$ cat src/rtl/mprj2_enable_seq.sv
// mprj2 power-domain enable sequencer: qualifies supply, releases isolation and user enables in order.
// Define MPRJ2_SEQ_FAULT_CNT_EN to add the saturating fault event counter on fault_cnt_o.
module mprj2_enable_seq #(
    parameter int unsigned DEBOUNCE_CYCLES = 16,
    parameter int unsigned STEP_CYCLES     = 4,
    parameter int unsigned CNT_W           = 8
) (
    input  logic       wb_clk_i,
    input  logic       wb_rst_i,
    input  logic       pwr_good_i,
    input  logic       hi_tie_i,
    input  logic       sw_enable_i,
    input  logic       fault_clr_i,
    output logic       iso_n_o,
    output logic       ena_wb_o,
    output logic       ena_la_o,
    output logic       ena_irq_o,
    output logic       busy_o,
    output logic       fault_o,
`ifdef MPRJ2_SEQ_FAULT_CNT_EN
    output logic [7:0] fault_cnt_o,
`endif
    output logic [2:0] state_o
);

    typedef enum logic [2:0] {
        S_OFF      = 3'd0,
        S_DEBOUNCE = 3'd1,
        S_ISO_REL  = 3'd2,
        S_WB_ON    = 3'd3,
        S_LA_ON    = 3'd4,
        S_RUN      = 3'd5,
        S_SHUTDOWN = 3'd6
    } state_t;

    localparam logic [CNT_W-1:0] DEB_LAST  = CNT_W'(DEBOUNCE_CYCLES - 1);
    localparam logic [CNT_W-1:0] STEP_LAST = CNT_W'(STEP_CYCLES - 1);

    state_t           state_q;
    logic [CNT_W-1:0] cnt_q;
    logic [1:0]       phase_q;
    logic             pg_meta_q, pg_s_q;
    logic             iso_q, wb_q, la_q, irq_q, busy_q, fault_q;

    logic             qual;
    logic             fault_ev;
    logic             step_done;
    logic [CNT_W-1:0] cnt_inc;

    assign qual      = pg_s_q & hi_tie_i;
    // Supply loss only counts as a fault once isolation may have been released.
    assign fault_ev  = ~qual & (state_q != S_OFF) & (state_q != S_DEBOUNCE);
    assign step_done = (cnt_q == STEP_LAST);
    assign cnt_inc   = cnt_q + CNT_W'(1);

    always_ff @(posedge wb_clk_i) begin
        if (wb_rst_i) begin
            state_q   <= S_OFF;
            cnt_q     <= '0;
            phase_q   <= 2'd0;
            pg_meta_q <= 1'b0;
            pg_s_q    <= 1'b0;
            iso_q     <= 1'b0;
            wb_q      <= 1'b0;
            la_q      <= 1'b0;
            irq_q     <= 1'b0;
            busy_q    <= 1'b0;
            fault_q   <= 1'b0;
        end else begin
            pg_meta_q <= pwr_good_i;
            pg_s_q    <= pg_meta_q;
            if (fault_clr_i) fault_q <= 1'b0;
            if (fault_ev) begin
                state_q <= S_OFF;
                cnt_q   <= '0;
                phase_q <= 2'd0;
                iso_q   <= 1'b0;
                wb_q    <= 1'b0;
                la_q    <= 1'b0;
                irq_q   <= 1'b0;
                busy_q  <= 1'b0;
                fault_q <= 1'b1;
            end else begin
                unique case (state_q)
                    S_OFF: begin
                        if (sw_enable_i && qual && !fault_q) begin
                            state_q <= S_DEBOUNCE;
                            cnt_q   <= '0;
                            busy_q  <= 1'b1;
                        end
                    end
                    S_DEBOUNCE: begin
                        if (!qual || !sw_enable_i) begin
                            state_q <= S_OFF;
                            cnt_q   <= '0;
                            busy_q  <= 1'b0;
                        end else if (cnt_q == DEB_LAST) begin
                            state_q <= S_ISO_REL;
                            cnt_q   <= '0;
                            iso_q   <= 1'b1;
                        end else begin
                            cnt_q <= cnt_inc;
                        end
                    end
                    S_ISO_REL, S_WB_ON, S_LA_ON: begin
                        if (!sw_enable_i) begin
                            state_q <= S_SHUTDOWN;
                            cnt_q   <= '0;
                            phase_q <= 2'd0;
                            irq_q   <= 1'b0;
                            busy_q  <= 1'b1;
                        end else if (step_done) begin
                            cnt_q <= '0;
                            if (state_q == S_ISO_REL) begin
                                state_q <= S_WB_ON;
                                wb_q    <= 1'b1;
                            end else if (state_q == S_WB_ON) begin
                                state_q <= S_LA_ON;
                                la_q    <= 1'b1;
                            end else begin
                                state_q <= S_RUN;
                                irq_q   <= 1'b1;
                                busy_q  <= 1'b0;
                            end
                        end else begin
                            cnt_q <= cnt_inc;
                        end
                    end
                    S_RUN: begin
                        if (!sw_enable_i) begin
                            state_q <= S_SHUTDOWN;
                            cnt_q   <= '0;
                            phase_q <= 2'd0;
                            irq_q   <= 1'b0;
                            busy_q  <= 1'b1;
                        end
                    end
                    S_SHUTDOWN: begin
                        // Each phase drops one more enable; phase 3 only waits before OFF.
                        if (step_done) begin
                            cnt_q   <= '0;
                            phase_q <= phase_q + 2'd1;
                            unique case (phase_q)
                                2'd0: la_q  <= 1'b0;
                                2'd1: wb_q  <= 1'b0;
                                2'd2: iso_q <= 1'b0;
                                default: begin
                                    state_q <= S_OFF;
                                    busy_q  <= 1'b0;
                                end
                            endcase
                        end else begin
                            cnt_q <= cnt_inc;
                        end
                    end
                    default: begin
                        state_q <= S_OFF;
                        cnt_q   <= '0;
                        busy_q  <= 1'b0;
                    end
                endcase
            end
        end
    end

`ifdef MPRJ2_SEQ_FAULT_CNT_EN
    logic [7:0] fault_cnt_q;

    // Counts every fault event, even while fault_o is still set.
    always_ff @(posedge wb_clk_i) begin
        if (wb_rst_i) begin
            fault_cnt_q <= 8'd0;
        end else if (fault_ev && (fault_cnt_q != 8'hFF)) begin
            fault_cnt_q <= fault_cnt_q + 8'd1;
        end
    end

    assign fault_cnt_o = fault_cnt_q;
`endif

    assign iso_n_o   = iso_q;
    assign ena_wb_o  = wb_q;
    assign ena_la_o  = la_q;
    assign ena_irq_o = irq_q;
    assign busy_o    = busy_q;
    assign fault_o   = fault_q;
    assign state_o   = state_q;

endmodule

$ cat config.mk
export PLATFORM = sky130hd
export DESIGN_NAME = mprj2_enable_seq
export DESIGN_NICKNAME = d
export VERILOG_FILES = /design/src/rtl/mprj2_enable_seq.sv
export SDC_FILE = /design/constraint.sdc
export NUM_CORES = 1
export LEC_CHECK = 0
export CORE_MARGIN = 2
export CORE_UTILIZATION = 40
export DETAILED_ROUTE_END_ITERATION = 10
export PLACE_DENSITY_LB_ADDON = 0.25
export SLEW_MARGIN = 10
export SYNTH_ARGS = -nofsm -noshare
export SYNTH_HDL_FRONTEND = slang
export SYNTH_SLANG_ARGS = --single-unit
$ cat constraint.sdc
create_clock -name wb_clk_i -period 4.2 [get_ports wb_clk_i]
set_input_delay 0.84 -clock wb_clk_i [delete_from_list [all_inputs] [get_ports wb_clk_i]]
set_output_delay 0.84 -clock wb_clk_i [all_outputs]
set_load 0.02 [all_outputs]
==> metrics.yaml, run 1 <==
grt:
  grt_max_degree: 24
  grt_pass1_vias: 1068
  antenna_found_initial: 0
  grt_use_total: 0.171
  grt_pass1_wl_um: 4750
  grt_overflow: 0
drt:
  wirelength_um: 2780
  viasPerCell: 5.59
  route.detailed.drc: 0
  drt_first_pass_iters: 4
  drt.antenna.violating_nets: 0
  vias: 1185
  drtIter0Drc: 77
  wire_per_inst_um: 13.1
clocking:
  post-cts-setup-buffers: 0
  cts_tree: "yes"
  postCtsResizedCells: 0
  clkTransAtPathRegs_ns: 0.12
  root_buffer: "clkbuf_4"
  cts_buffer_depth: 2
  cts_inserted_buffers: 3
  cts_num_sinks: 21
  cts.hold.buffers_added: 0
  clock_latency_ns: 0.31
  htreeDepth: 1
pwr:
  power.share.clock: 0.157
  ir_drop_v: 0.000366
  pwr-share-seq: 0.419
  p_per_area_mw_per_mm2: 436
  power_frac_comb: 0.424
  leakage_nw: 0.533
  p_switching_uw: 266
  p_int_uw: 370
  switching_share: 0.418
timing:
  hold_violations: 0
  period_share: 0.678
  worst_pin_slew_ns: 0.816
  grt_setup_unrepaired: "false"
  setup_viol: 0
  skew_ns: 0.00882
  min_period_ns: 2.85
  slew_headroom: 0.456
  final.setup.tns_ns: 0
  slew_violations: 0
  fmax_mhz: 351
placement:
  hpwl_um: 2070
  gp_congestion: 0.811
  io_buffers: 14
logic_synthesis:
  ys_warn_count: 0
  synth_nets: 170
  synth_common_cells: "dfxtp_1, a21oi_1, nor2_1, o21ai_0"
  yosys.cell_types.count: 47
  synth_flop_cell: "dfxtp_1"
  synthDominantAreaCellType: "dfxtp_1"
  async_flop_share: 0
  postSynthCellCount: 159
  postSynthAreaPerCell_um2: 8.06
  yosys.cell_count.top_type: "dfxtp_1"
  synth_edf_count: 0
  synth-seq-area-share: 0.328
  synth_top_area_frac: 0.328
  synth_area_leaders: "dfxtp_1, ha_1, a31oi_1"
  netlist_area_mm2: 0.00128
  ys_ff_latch: 21
floorplan:
  die_h_um: 60.6
  start_util: 0.420
  ios: 15
  row_count: 20
  die-area_mm2: 0.00367
  die_w_um: 60.6
  core_area_mm2: 0.00305
critical_path:
  endpoint_kind: "register"
  cp.required_ns: 4.43
  crit_end: "cnt_q[6]"
  start_kind: "input pin"
  ff2ff_setup_slack_ns: 1.87
  worstPathMaxFanout: 11
  rr_startpoint: "state_o[2]"
  crit_type: "input pin to register"
  r2r.worst_path.cells: 5
  critPathArrivalTime_ns: 3.07
  startpoint: "sw_enable_i"
  r2r_end: "cnt_q[6]"
final_layout:
  n_antenna_cell: 0
  final_util: 0.477
  drive_gt1_frac: 0.0714
  syn2layout_area_growth_pct: 13.8
  nNetsFinal: 180
flow_run:
  maxCapViolCount: 0
status:
  status: "complete, no violations"
min_path:
  holdCritPathClass: "register to register"
  holdPathStages: 1
==> worst min path at each step <==
stage,start,endpoint
detailed placement,pg_meta_q,pg_s_q
CTS,pg_meta_q,pg_s_q
global placement,pg_meta_q,pg_s_q
finish,pg_meta_q,pg_s_q
global route,pg_meta_q,pg_s_q
floorplan,pg_meta_q,pg_s_q
==> per-layer routing <==
metal / up-vias / track usage / share of wire
met5: - / 0 / 0
met4: 0 / 0.0373 / 0.0075
met3: 2 / 0.0448 / 0.044
met2: 21 / 0.296 / 0.49
met1: 553 / 0.214 / 0.46
li1: 609 / - / -
==> layout make-up <==
cell class / instances / area, µm²
sequential: 21 / 420
multi-input combinational: 124 / 797
inverter: 5 / 18.8
tap: 44 / 55.1
fill: 329 / 1600
clock buffer: 4 / 26.3
timing repair buffer: 14 / 140
==> through the flow <==
step	std cells	power [mW]	setup WS (ns)	area (µm²)	hold slack, ns
floorplan	159	0.469	2.07	1280	0.414
global placement	208	0.535	1.21	1430	0.422
detailed placement	208	0.540	1.03	1430	0.434
CTS	212	0.642	1.37	1460	0.459
global route	212	0.687	1.11	1460	0.469
finish	212	0.636	1.35	1460	0.454
==> state kept, by name, summed over array words and instances, names as in the netlist <==
name and cells:
busy_o 1, cnt_q 8, ena_irq_o 1, ena_la_o 1
ena_wb_o 1, fault_o 1, iso_n_o 1, pg_meta_q 1
pg_s_q 1, phase_q 2, state_o 3
==> cell families after synthesis <==
group                      share of synthesized area
AOI/OAI and AO/OA                              0.238
xor gates and xnor gates                      0.0137
adders and majority gates                     0.0488
buffers and inverters                         0.0498
DFF                                            0.328
muxes                                        0.00781
and+or+nand+nor                                0.313
==> critical path, stage by stage <==
cell	delay (ns)
clkdlybuf4s50_1	0.65
nor2b_1	0.26
nand4b_1	0.24
o22ai_1	0.72
nand2_1	0.12
o41ai_1	0.23
==> power by group through the flow <==
stage          combinational (mW)  clock [mW]  sequential, mW
5_1_grt                     0.301       0.114           0.272
3_5_place_dp                0.271           0           0.269
4_1_cts                     0.272       0.105           0.265
6_report                    0.270      0.0998           0.266
2_1_floorplan               0.214           0           0.255
3_3_place_gp                0.266           0           0.269
==> cells in the final DEF (no fill, tap or decap), drive strengths merged, types with 3 or more instances in the layout <==
cell	netlist	layout
nand3b	4	4
clkdlybuf4s50	0	14
nand2b	3	3
ha	5	5
and3	5	5
nand4	3	3
a21oi	11	11
nor2b	5	5
nand3	10	10
nor2	11	11
nand2	9	9
clkbuf	3	4
a31oi	9	9
nor4	3	3
inv	5	5
o21ai	11	11
dfxtp	21	21
Note: power is estimated with default switching activity, not from simulation.
==> run 2: changes to the inputs <==
==> constraint.sdc (replaced) <==
create_clock -name wb_clk_i -period 2.9 [get_ports wb_clk_i]
set_input_delay 0.58 -clock wb_clk_i [delete_from_list [all_inputs] [get_ports wb_clk_i]]
set_output_delay 0.58 -clock wb_clk_i [all_outputs]
set_load 0.02 [all_outputs]
==> run 2 against run 1 <==
Worst setup slack got worse by 0.90 ns. Cell area increased by 0.52%. Clock power grew 44%. First-iteration DRC count fell by 47%. Critical path type is now register to primary output. Final cell count grew 0.47%. Critical endpoint is now state_o[1]. Sequential cell count stayed put. Via count up 2.9%. Critical path depth down 5.
==> metrics.yaml, run 2 (synthesis results as in run 1) <==
grt:
  grt_pass1_wl_um: 5090  # +7.1%
  antenna_found_initial: 0  # unchanged
  grt_pass1_vias: 1160  # +8.6%
  grt_max_degree: 24  # unchanged
  grt_use_total: 0.182  # +0.0105
  grt_overflow: 0  # unchanged
clocking:
  clkTransAtPathRegs_ns: 0.11  # about the same
  cts_num_sinks: 21  # unchanged
  post-cts-setup-buffers: 0  # unchanged
  cts_inserted_buffers: 3  # unchanged
  htreeDepth: 1  # unchanged
  postCtsResizedCells: 0  # unchanged
  clock_latency_ns: 0.30  # about the same
  cts_buffer_depth: 2  # unchanged
  root_buffer: "clkbuf_4"
  cts.hold.buffers_added: 0  # unchanged
  cts_tree: "yes"
floorplan:
  die_w_um: 60.6  # unchanged
  die_h_um: 60.6  # unchanged
  start_util: 0.420  # unchanged
  core_area_mm2: 0.00305  # unchanged
  row_count: 20  # unchanged
  ios: 15  # unchanged
  die-area_mm2: 0.00367  # unchanged
final_layout:
  fillers: 334  # +1.5%
  syn2layout_area_growth_pct: 14.4
  n_antenna_cell: 0  # unchanged
  drive_gt1_frac: 0.0769  # +0.00549
  mostFrequentLayoutCell: "dfxtp_1"
  layout_common_cells: "dfxtp_1, clkdlybuf4s50_1, nor2_1, o21ai_0, a21oi_1"
  top_register: "cnt_q"
  largest_reg_flops: 8  # unchanged
  nNetsFinal: 181  # +0.56%
timing:
  period_share: 0.842
  slew_violations: 0  # unchanged
  grt_setup_unrepaired: "false"
  skew_ns: 0.00326  # -0.00556 ns
  hold_violations: 0  # unchanged
  worst_pin_slew_ns: 0.738  # -0.0786 ns
  final.setup.tns_ns: 0  # unchanged
  min_period_ns: 2.44
  fmax_mhz: 410
  setup_viol: 0  # unchanged
  slew_headroom: 0.508  # +0.0517
pwr:
  leakage_nw: 0.538  # +1.0%
  power_uw: 934  # +47%
  ir_drop_v: 0.000362  # -0.98%
  p_per_area_mw_per_mm2: 638  # +46%
flow_run:
  maxCapViolCount: 0  # unchanged
critical_path:
  cp.required_ns: 2.32  # -2.11 ns
  cp_slowest_cell: "dfxtp_1"
  crit_type: "register to primary output"
  ff2ff_setup_slack_ns: 0.67  # -1.20 ns
  path_buf_inv: 1  # unchanged
  worstPathMaxFanout: 23  # +12
  critPathMaxStageDelay_ns: 0.82  # +0.10 ns
  endpoint_kind: "primary output"
  crit_family: "flip-flops"
  start_kind: "register"
  crit_path_cell_trace: "clkdlybuf4s50_1"
  critPathArrivalTime_ns: 1.86  # -1.21 ns
drt:
  viasPerCell: 5.72  # +2.4%
  vias: 1219  # +2.9%
  drt_first_pass_iters: 4  # unchanged
  drtIter0Drc: 41  # -47%
  wirelength_um: 2940  # +5.7%
  route.detailed.drc: 0  # unchanged
  wire_per_inst_um: 13.8  # +5.2%
  drt.antenna.violating_nets: 0  # unchanged
placement:
  io_buffers: 14  # unchanged
  gp_congestion: 0.874  # +7.8%
  hpwl_um: 2150  # +4.3%
min_path:
  holdCritPathClass: "register to register"
status:
  status: "complete, no violations"
## run 2: changes by cell type in the layout (fill, tap and decap cells not counted), sizes merged
cell,before,now
buf,0,1
## run 2: area by class of cell
cell class	count	area (µm²)	share of cell area
Multi-Input combinational cell	124	797	0.544
Sequential cell	21	420	0.287
Timing Repair Buffer	15	148	0.101
Tap cell	44	55.1	0.0376
Clock buffer	4	26.3	0.0179
Inverter	5	18.8	0.0128
## run 2: path summary, 6_finish.rpt
check	endpoint	from	cells after the start
worst max-delay path	state_o[1]	state_o[1]	1
worst max register to register	cnt_q[6]	cnt_q[0]	7
worst min register to register	pg_s_q	pg_meta_q	1
worst min-delay path	pg_s_q	pg_meta_q	1
## run 2: through the flow
step | worst slack [ns] | util | hold slack, ns | cells | cell area [µm²]
2_1_floorplan | 0.899 | - | 0.414 | 159 | 1280
3_3_place_gp | 0.408 | 0.471 | 0.426 | 209 | 1440
3_5_place_dp | 0.314 | 0.471 | 0.436 | 209 | 1440
4_1_cts | 0.454 | 0.480 | 0.464 | 213 | 1470
5_1_grt | 0.330 | 0.480 | 0.479 | 213 | 1470
6_report | 0.459 | 0.480 | 0.460 | 213 | 1470
## run 2: metal layers
layer / vias up / GRT usage / share of wire
met5: - / 0 / 0
met4: 0 / 0.0404 / 0.012
met3: 4 / 0.0405 / 0.021
met2: 16 / 0.312 / 0.48
met1: 592 / 0.233 / 0.48
li1: 607 / - / -
## run 2: power by group
part           internal [mW]  switching [mW]
registers              0.316          0.0726
logic                  0.171           0.231
clock network         0.0537          0.0901
total                  0.540           0.394
